## src/rtl/mdu32.sv

```systemverilog
// mdu32: iterative 32-bit multiply/divide unit retiring one result bit per RUN cycle.
// Define MDU_DIV_EN to build the divider; without it divide ops complete at once as no-ops.
module mdu32 (
    input  logic        clk,
    input  logic        reset,
    input  logic        start,
    input  logic [1:0]  op,
    input  logic [31:0] a,
    input  logic [31:0] b,
    output logic        busy,
    output logic        done,
    output logic [31:0] hi,
    output logic [31:0] lo,
    output logic        dz
);
    localparam logic [1:0] IDLE = 2'd0;
    localparam logic [1:0] RUN  = 2'd1;
    localparam logic [1:0] DONE = 2'd2;

    logic [1:0]  state_q, state_d;
    logic [5:0]  cnt_q, cnt_d;
    logic [31:0] opB_q, opB_d;
    logic [31:0] accHi_q, accHi_d;
    logic [31:0] accLo_q, accLo_d;
    logic        negQ_q, negQ_d;
    logic        nop_q, nop_d;
    logic [31:0] hi_q, hi_d;
    logic [31:0] lo_q, lo_d;
    logic        dz_q, dz_d;

    logic        accept;
    logic        aNeg, bNeg;
    logic [31:0] aMag, bMag;
    logic [32:0] mulSum;
    logic [63:0] prodMag, prodFix;

    assign accept  = start && ((state_q == IDLE) || (state_q == DONE));
    assign aNeg    = op[0] && a[31];
    assign bNeg    = op[0] && b[31];
    assign aMag    = aNeg ? (~a + 32'd1) : a;
    assign bMag    = bNeg ? (~b + 32'd1) : b;
    // Shift-add step: accHi holds the running partial product, accLo the unconsumed multiplier bits.
    assign mulSum  = {1'b0, accHi_q} + (accLo_q[0] ? {1'b0, opB_q} : 33'd0);
    assign prodMag = {accHi_q, accLo_q};
    assign prodFix = negQ_q ? (~prodMag + 64'd1) : prodMag;

`ifdef MDU_DIV_EN
    logic        isDiv_q, isDiv_d;
    logic        negR_q, negR_d;
    logic [31:0] aRaw_q, aRaw_d;
    logic [32:0] divShift, divTrial;
    logic [31:0] quoFix, remFix;

    // Restoring step: accHi is the partial remainder, accLo shifts dividend bits out and quotient bits in.
    assign divShift = {accHi_q, accLo_q[31]};
    assign divTrial = divShift - {1'b0, opB_q};
    assign quoFix   = negQ_q ? (~accLo_q + 32'd1) : accLo_q;
    assign remFix   = negR_q ? (~accHi_q + 32'd1) : accHi_q;
`endif

    always_comb begin
        state_d = state_q;
        cnt_d   = cnt_q;
        opB_d   = opB_q;
        accHi_d = accHi_q;
        accLo_d = accLo_q;
        negQ_d  = negQ_q;
        nop_d   = nop_q;
        hi_d    = hi_q;
        lo_d    = lo_q;
        dz_d    = dz_q;
`ifdef MDU_DIV_EN
        isDiv_d = isDiv_q;
        negR_d  = negR_q;
        aRaw_d  = aRaw_q;
`endif
        case (state_q)
            RUN: begin
                if (nop_q) begin
                    state_d = DONE;
                    dz_d    = 1'b0;
                end else if (cnt_q == 6'd32) begin
                    state_d = DONE;
`ifdef MDU_DIV_EN
                    if (isDiv_q) begin
                        if (opB_q == 32'd0) begin
                            hi_d = aRaw_q;
                            lo_d = 32'hFFFF_FFFF;
                            dz_d = 1'b1;
                        end else begin
                            hi_d = remFix;
                            lo_d = quoFix;
                            dz_d = 1'b0;
                        end
                    end else
`endif
                    begin
                        hi_d = prodFix[63:32];
                        lo_d = prodFix[31:0];
                        dz_d = 1'b0;
                    end
                end else begin
                    cnt_d = cnt_q + 6'd1;
`ifdef MDU_DIV_EN
                    if (isDiv_q) begin
                        if (!divTrial[32]) begin
                            accHi_d = divTrial[31:0];
                            accLo_d = {accLo_q[30:0], 1'b1};
                        end else begin
                            accHi_d = divShift[31:0];
                            accLo_d = {accLo_q[30:0], 1'b0};
                        end
                    end else
`endif
                    begin
                        accHi_d = mulSum[32:1];
                        accLo_d = {mulSum[0], accLo_q[31:1]};
                    end
                end
            end
            DONE:    state_d = IDLE;
            default: state_d = IDLE;
        endcase

        if (accept) begin
            state_d = RUN;
            cnt_d   = 6'd0;
            nop_d   = 1'b0;
            accHi_d = 32'd0;
            negQ_d  = aNeg ^ bNeg;
            if (op[1]) begin
`ifdef MDU_DIV_EN
                isDiv_d = 1'b1;
                negR_d  = aNeg;
                aRaw_d  = a;
                accLo_d = aMag;
                opB_d   = bMag;
`else
                nop_d   = 1'b1;
                accLo_d = 32'd0;
                opB_d   = 32'd0;
`endif
            end else begin
`ifdef MDU_DIV_EN
                isDiv_d = 1'b0;
`endif
                accLo_d = bMag;
                opB_d   = aMag;
            end
        end
    end

    always_ff @(posedge clk) begin
        if (reset) begin
            state_q <= IDLE;
            cnt_q   <= 6'd0;
            opB_q   <= 32'd0;
            accHi_q <= 32'd0;
            accLo_q <= 32'd0;
            negQ_q  <= 1'b0;
            nop_q   <= 1'b0;
            hi_q    <= 32'd0;
            lo_q    <= 32'd0;
            dz_q    <= 1'b0;
`ifdef MDU_DIV_EN
            isDiv_q <= 1'b0;
            negR_q  <= 1'b0;
            aRaw_q  <= 32'd0;
`endif
        end else begin
            state_q <= state_d;
            cnt_q   <= cnt_d;
            opB_q   <= opB_d;
            accHi_q <= accHi_d;
            accLo_q <= accLo_d;
            negQ_q  <= negQ_d;
            nop_q   <= nop_d;
            hi_q    <= hi_d;
            lo_q    <= lo_d;
            dz_q    <= dz_d;
`ifdef MDU_DIV_EN
            isDiv_q <= isDiv_d;
            negR_q  <= negR_d;
            aRaw_q  <= aRaw_d;
`endif
        end
    end

    assign busy = (state_q == RUN) && !nop_q;
    assign done = (state_q == DONE);
    assign hi   = hi_q;
    assign lo   = lo_q;
    assign dz   = dz_q;
endmodule

```

## config.mk

```make
export PLATFORM = sky130hd
export DESIGN_NAME = mdu32
export DESIGN_NICKNAME = d
export VERILOG_FILES = /design/src/rtl/mdu32.sv
export SDC_FILE = /design/constraint.sdc
export NUM_CORES = 1
export LEC_CHECK = 0
export ABC_AREA = 1
export BUFFER_PORTS_ARGS = -buffer_cell sky130_fd_sc_hd__buf_2
export CAP_MARGIN = 20
export CELL_PAD_IN_SITES_DETAIL_PLACEMENT = 1
export CELL_PAD_IN_SITES_GLOBAL_PLACEMENT = 1
export CORE_MARGIN = 1
export CORE_UTILIZATION = 40
export DETAILED_ROUTE_END_ITERATION = 10
export PLACE_DENSITY = 0.87
export SKIP_CTS_REPAIR_TIMING = 1
export SLEW_MARGIN = 5
export SYNTH_ARGS = -nofsm -noshare
export SYNTH_HDL_FRONTEND = slang
export SYNTH_SLANG_ARGS = --single-unit
```

## constraint.sdc

```tcl
create_clock -name clk -period 4.47 [get_ports clk]
set_input_delay 0.894 -clock clk [delete_from_list [all_inputs] [get_ports clk]]
set_output_delay 0.894 -clock clk [all_outputs]
set_load 0.03 [all_outputs]
```

### Word-level counts from Yosys, hierarchy flattened

Cells that the tools add are included.

| cells by class | value |
|---|---|
| $add $sub $neg | 5 |
| eq/ne operators | 6 |
| mux-type cells | 17 |
| bitwise gates (word level) | 7 |
| reduce and logical (&&, ||, !) cells | 15 |

Operator list:

| kind | count |
|---|---|
| $mux 32 | 9 |
| $add 32x1->32 const B | 2 |
| $add 64x1->64 const B | 1 |
| $mux 64 | 1 |
| $not 32->32 | 2 |
| $not 64->64 | 1 |
| $add 32x32->33 | 1 |
| $reduce_and 3->1 | 3 |
| $add 6x1->6 const B | 1 |
| $eq 6x6->1 const B | 1 |
| $mux 1 | 5 |
| $logic_and 1x1->1 | 4 |
| $mux 2 | 2 |
| $ne 4x4->1 const B | 1 |
| $reduce_bool 2->1 | 2 |
| $not 1->1 | 3 |
| $reduce_or 3->1 | 1 |
| $eq 2x1->1 const B | 1 |
| $eq 2x2->1 const B | 1 |
| $logic_not 2->1 | 1 |
| $ne 2x1->1 const B | 1 |
| $ne 2x2->1 const B | 1 |
| $reduce_and 2->1 | 1 |
| $reduce_or 2->1 | 1 |
| other kinds (3) | 3 |

| word-level totals | value |
|---|---|
| register bits after elaboration | 171 |
| bits of input ports | 69 |
| output and inout port bits | 67 |
| logic and storage cells | 61 |

### Longest topological paths before layout

| depth | value |
|---|---|
| depth after elaboration | 6 |
| mapped depth | 18 |
| depth with buffers taken out | 16 |

### Least setup slack after synthesis

Ideal clock, no wire load.

| timing path | value |
|---|---|
| path type | reg-to-reg |
| start point | register accLo_q[0] |
| end point | register accHi_q[13] |
| arrival | 2,120 ps |
| required time | 4,355 ps |
| path slack | 2,235 ps |
| stages on the path, launching flop included | 16 |
| buffers on the path | 2 |
| clock period less this slack | 2,235 ps |
| cell sequence | dfxtp_1 > buf_6 > clkbuf_1 > nand2_1 > inv_1 > ha_1 > fa_1 > nand3_1 > nand3_1 > nand2_1 > nand2_1 > nand2_1 > nand2_1 > xor2_1 > o21ai_0 > inv_1 |

| between the ends | value |
|---|---|
| cells in the longest elaborated chain, start to end | 2 |

RTL lines:

| item | line | RTL |
|---|---|---|
| start, declared | 24 | `logic [31:0] accLo_q, accLo_d;` |
| start signal, assigned | 175 | `accLo_q <= accLo_d;` |
| $mux 32 | 43 | `assign mulSum = {1'b0, accHi_q} + (accLo_q[0] ? {1'b0, opB_q} : 33'd0);` |
| $add 32x32->33 | 43 |  |
| end signal, assigned | 174 | `accHi_q <= accHi_d;` |
| end, declared | 23 | `logic [31:0] accHi_q, accHi_d;` |

Every way passes these cells.
A chain may end at the register's enable or synchronous reset.

### Worst setup path after layout

| timing path | value |
|---|---|
| start point | register accLo_q[0] |
| end point | register accHi_q[23] |

Same word-level chain as after synthesis.

==> out/summary.md <==
The flow ran to the end, and the final reports show no timing, DRC or antenna violations. Along the worst path, the maximum fanout reaches 33. The tools report the met3 layer usage reported by global route as 0.0365.

After routing, the total negative slack on setup checks comes to 0 ns. Setup repair after global routing left no endpoint under its margin. After detailed routing, the average wire length per cell comes to 17.8 um.

The run gives 3.01 ns as the worst endpoint data arrival time. 136 I/O pins were placed. The final critical-path share of the clock period works out to 0.589. The kind of critical path is register to register. The power density over cell area came out at 295 mW/mm^2.

For the final number of hold-violating endpoints, the log shows 0. The total count of max-transition violations in the final report came out at 0. The run gives 5 as the count of TritonRoute iterations in the first routing pass. The startpoint identified for the worst hold timing path is opB_q[26]$_SDFFE_PP0P_. The leakage power is 0.00780 uW. The cell occurring most often along the worst timing path was nand2_1.

For the worst flop-to-flop path, the logic depth is 17. The summed area of non-filler cells in the final layout came out at 0.0146 mm^2. The via total after detailed routing came out at 15100. The logs give 2819 for the final standard cell count with taps included and fillers excluded and 15200 for the number of global-route vias before repair. Setup slack closes at 1.84 ns. The largest stage delay on the critical path is 0.45 ns. Entering global routing, the biggest net connects 61 pins. The run gives 0.47 ns as the insertion delay to the later sink of the worst-skew pair.

Type of the most critical hold path: register to register. Synthesis produced a netlist whose cell count is 2278. The maximum vdd drop is 308 uV, and the initial DRC count is 912.

The run gives 0 as the global-route congestion overflow total. The average instance in the mapped netlist occupies 5.72 um^2. When the netlist entered floorplanning its net count stood at 2385. Data on the critical path is required at its endpoint by 4.84 ns. Cell with the largest stage delay on the worst path: fa_1.

In this run the deepest clock path goes through 2 buffers. Along the worst hold path, the cell count comes to 2. The number of enable-type register cells in the synthesized netlist came out at 0.

The number of input and output port buffers inserted is 134, and the count of state elements after synthesis is 170. For the finished layout, the period the worst path requires is 2.63 ns. The worst setup path is launched from a register. In the layout the commonest cells are nand2_1 (696), inv_1 (331), nor2_1 (322).

The number of clock buffers added by TritonCTS is 17. The logs give 170 for the clock sink total and 0.386 for the met1 demand-to-capacity share in global routing. The core box area came out at 0.0318 mm^2.

Routability-driven placement finished with a final weighted congestion of 1.00. The beginning of the worst register-to-register path is accLo_q[0]$_SDFFE_PP0P_. The tools report the cell area after technology mapping as 0.0130 mm^2.

The most used flip-flop cell after synthesis is dfxtp_1. Walking the worst path, the cells encountered are buf_4 -> nand2_1 -> inv_1 -> ha_1 -> fa_1 -> nand3_1 -> nand3_1 -> nand2_1 -> nand2_1 -> nand2_1 -> nand2_1 -> nand2_1 -> nand2_1 -> nand2_1 -> nand3_1 -> nand2_1 -> inv_1. Summed over all nets, the half-perimeter wirelength after detailed placement is 40200 um.

The layer flagged by global routing as most heavily used is met2. Setup violations remaining at the end of the flow were counted as 0. The setup slack of the most critical reg-to-reg path is 1.84 ns. Derived from the worst setup path, the maximum achievable clock frequency is 0.380 GHz.

The overall die height was 182 um. The antenna diode count was 0. Most frequent standard cell in the layout excluding fill and tap cells: nand2_1. The placement row count was 65; the instance area after placement was 0.0140 mm^2. The tools report the all-layer global routing usage as 0.306. The async set-or-reset flop fraction in the synthesized netlist was 0; the number of levels the H-tree was split into was 4. The first global-routing pass estimated 80000 um of wire.

From synthesis to final layout, the design area changed by 12.0%. The run gives 0.311 as the worst max-slew margin expressed relative to the limit. The reg-to-reg critical path endpoint was accHi_q[23]$_SDFFE_PP0P_. The proportion of layout cells with a drive suffix above 1 is 0.0927, and the wire length reported by the detailed router is 50200 um. Fraction of the core area covered by cells at the end of the flow: 0.459.

On the final layout, the worst clock skew is 0.0159 ns. In this run, distinct cell masters in the synthesized netlist total 49. In the routed layout, each cell is associated on average with a via count of 5.37. For the pin with the worst max-slew slack, the measured transition is 1.03 ns. The tools report the terminating pin of the worst hold path as opB_q[26]$_SDFFE_PP0P_. Kind of end point of the critical path: a register. The logs give 0.409 for the initial core utilization and 2787 for the cell count after placement. The clock slew seen by the registers of the worst setup and hold paths is 0.08 ns, and the count of synthesis-stage warnings from yosys is 0. The run gives 0 as the count of antenna-violating nets left after detailed routing. After the last flow step, the layout net total stands at 2478. Prior to clock tree synthesis, the placed netlist has a worst setup slack of 1.47 ns. The die boundary width is 182 um. Part of the Yosys area used for sequential elements: 0.261. For the number of maximum-capacitance constraint violations, the log shows 0. The die covers 0.0333 mm^2. The tools report the routing usage on met2 as 0.523. Residual DRC count: 0. CTS root buffer: clkbuf_16.

The run gives 0 as the number of antenna violations at the first check in global routing. TritonCTS built the clock tree.
[worst max-delay path, delay by kind of cell (launching register included)]
| family | cells | cell delay, ns |
|---|---|---|
| buffers and inverters | 3 | 0.32 |
| adder cells (fa/ha/maj) | 2 | 0.68 |
| AND/OR/NAND/NOR | 12 | 1.24 |
| flip-flops | 1 | 0.31 |
[report_power, final]
group	switching (uW)	internal (uW)
clock network	786	756
registers	111	1580
logic	759	311
total	1660	2650
[flip-flops by register name, summed over array words and instances (netlist names)]
signal	cells
accHi_q	32
accLo_q	32
hi	32
lo	32
opB_q	32
cnt_q	6
state_q	2
negQ_q	1
nop_q	1
[layout make-up]
cell class,instances,area [um^2]
fillers,4556,17200
multi-input cells,1701,8010
flip-flops and latches,170,3400
inverters,337,1270
repair buffers,144,758
well taps,435,544
clock buffers,17,425
clock inverters,15,174
[per-layer routing]
metal | share of wire | vias up
li1 | - | 7366
met4 | 0.039 | 0
met1 | 0.44 | 7283
met5 | 0 | -
met3 | 0.044 | 98
met2 | 0.48 | 397
[through the flow]
| step | total power (uW) | hold slack (ns) |
|---|---|---|
| 2_1_floorplan | 2420 | 0.426 |
| 3_3_place_gp | 2730 | 0.440 |
| 3_5_place_dp | 2760 | 0.447 |
| 4_1_cts | 4290 | 0.462 |
| 5_1_grt | 4500 | 0.476 |
| 6_report | 4300 | 0.463 |
[cell families after synthesis]
group,count (synthesis),synth area share
fa+ha+maj,38,0.0371
other cells,1,0.000288
compound gates,351,0.145
simple gates,1264,0.401
buf+inv,407,0.123
flops,170,0.261
xor+xnor,47,0.0316
[cell usage after synthesis, types with 2 or more instances]
master / count / share of area
a31oi_1: 2 / 0.00096
inv_2: 4 / 0.0012
a22oi_1: 3 / 0.0017
a32o_1: 3 / 0.0023
xor2_1: 31 / 0.021
o21ai_2: 6 / 0.0040
nor2_4: 7 / 0.0061
o21ai_0: 168 / 0.065
nand3_1: 166 / 0.064
o22ai_1: 2 / 0.00096
a21o_1: 2 / 0.0012
buf_2: 24 / 0.0092
nand2_2: 9 / 0.0043
a22o_1: 3 / 0.0020
clkbuf_1: 33 / 0.0095
nand3b_1: 7 / 0.0040
buf_1: 4 / 0.0012
a211oi_1: 3 / 0.0017
ha_1: 37 / 0.036
xnor2_1: 16 / 0.011
buf_4: 5 / 0.0029
o21ai_1: 9 / 0.0035
dfxtp_1: 170 / 0.26
nor2_2: 7 / 0.0034
o31ai_1: 2 / 0.0012
buf_6: 4 / 0.0035
nand4_1: 32 / 0.015
nand2_1: 696 / 0.20
nor3_1: 7 / 0.0027
o221ai_1: 2 / 0.0013
nand3_2: 4 / 0.0031
nor2_1: 323 / 0.093
a21oi_1: 135 / 0.052
inv_1: 331 / 0.095
o211ai_1: 6 / 0.0035
o21bai_1: 2 / 0.0012
[worst max path at each step]
| stage | startpoint | to | depth (start not counted) | slack, ns |
|---|---|---|---|---|
| after floorplan | accLo_q[0]$_SDFFE_PP0P_ | accHi_q[13]$_SDFFE_PP0P_ | 15 | 2.23 |
| after global routing | accLo_q[0]$_SDFFE_PP0P_ | accHi_q[28]$_SDFFE_PP0P_ | 16 | 1.62 |
| after global placement | reset | accHi_q[5]$_SDFFE_PP0P_ | 8 | 1.59 |
| after detailed placement | reset | accHi_q[11]$_SDFFE_PP0P_ | 8 | 1.47 |
| final | accLo_q[0]$_SDFFE_PP0P_ | accHi_q[23]$_SDFFE_PP0P_ | 17 | 1.84 |
| after CTS | accLo_q[0]$_SDFFE_PP0P_ | accHi_q[29]$_SDFFE_PP0P_ | 17 | 1.84 |
No activity file was read; power rests on OpenSTA's default activity.
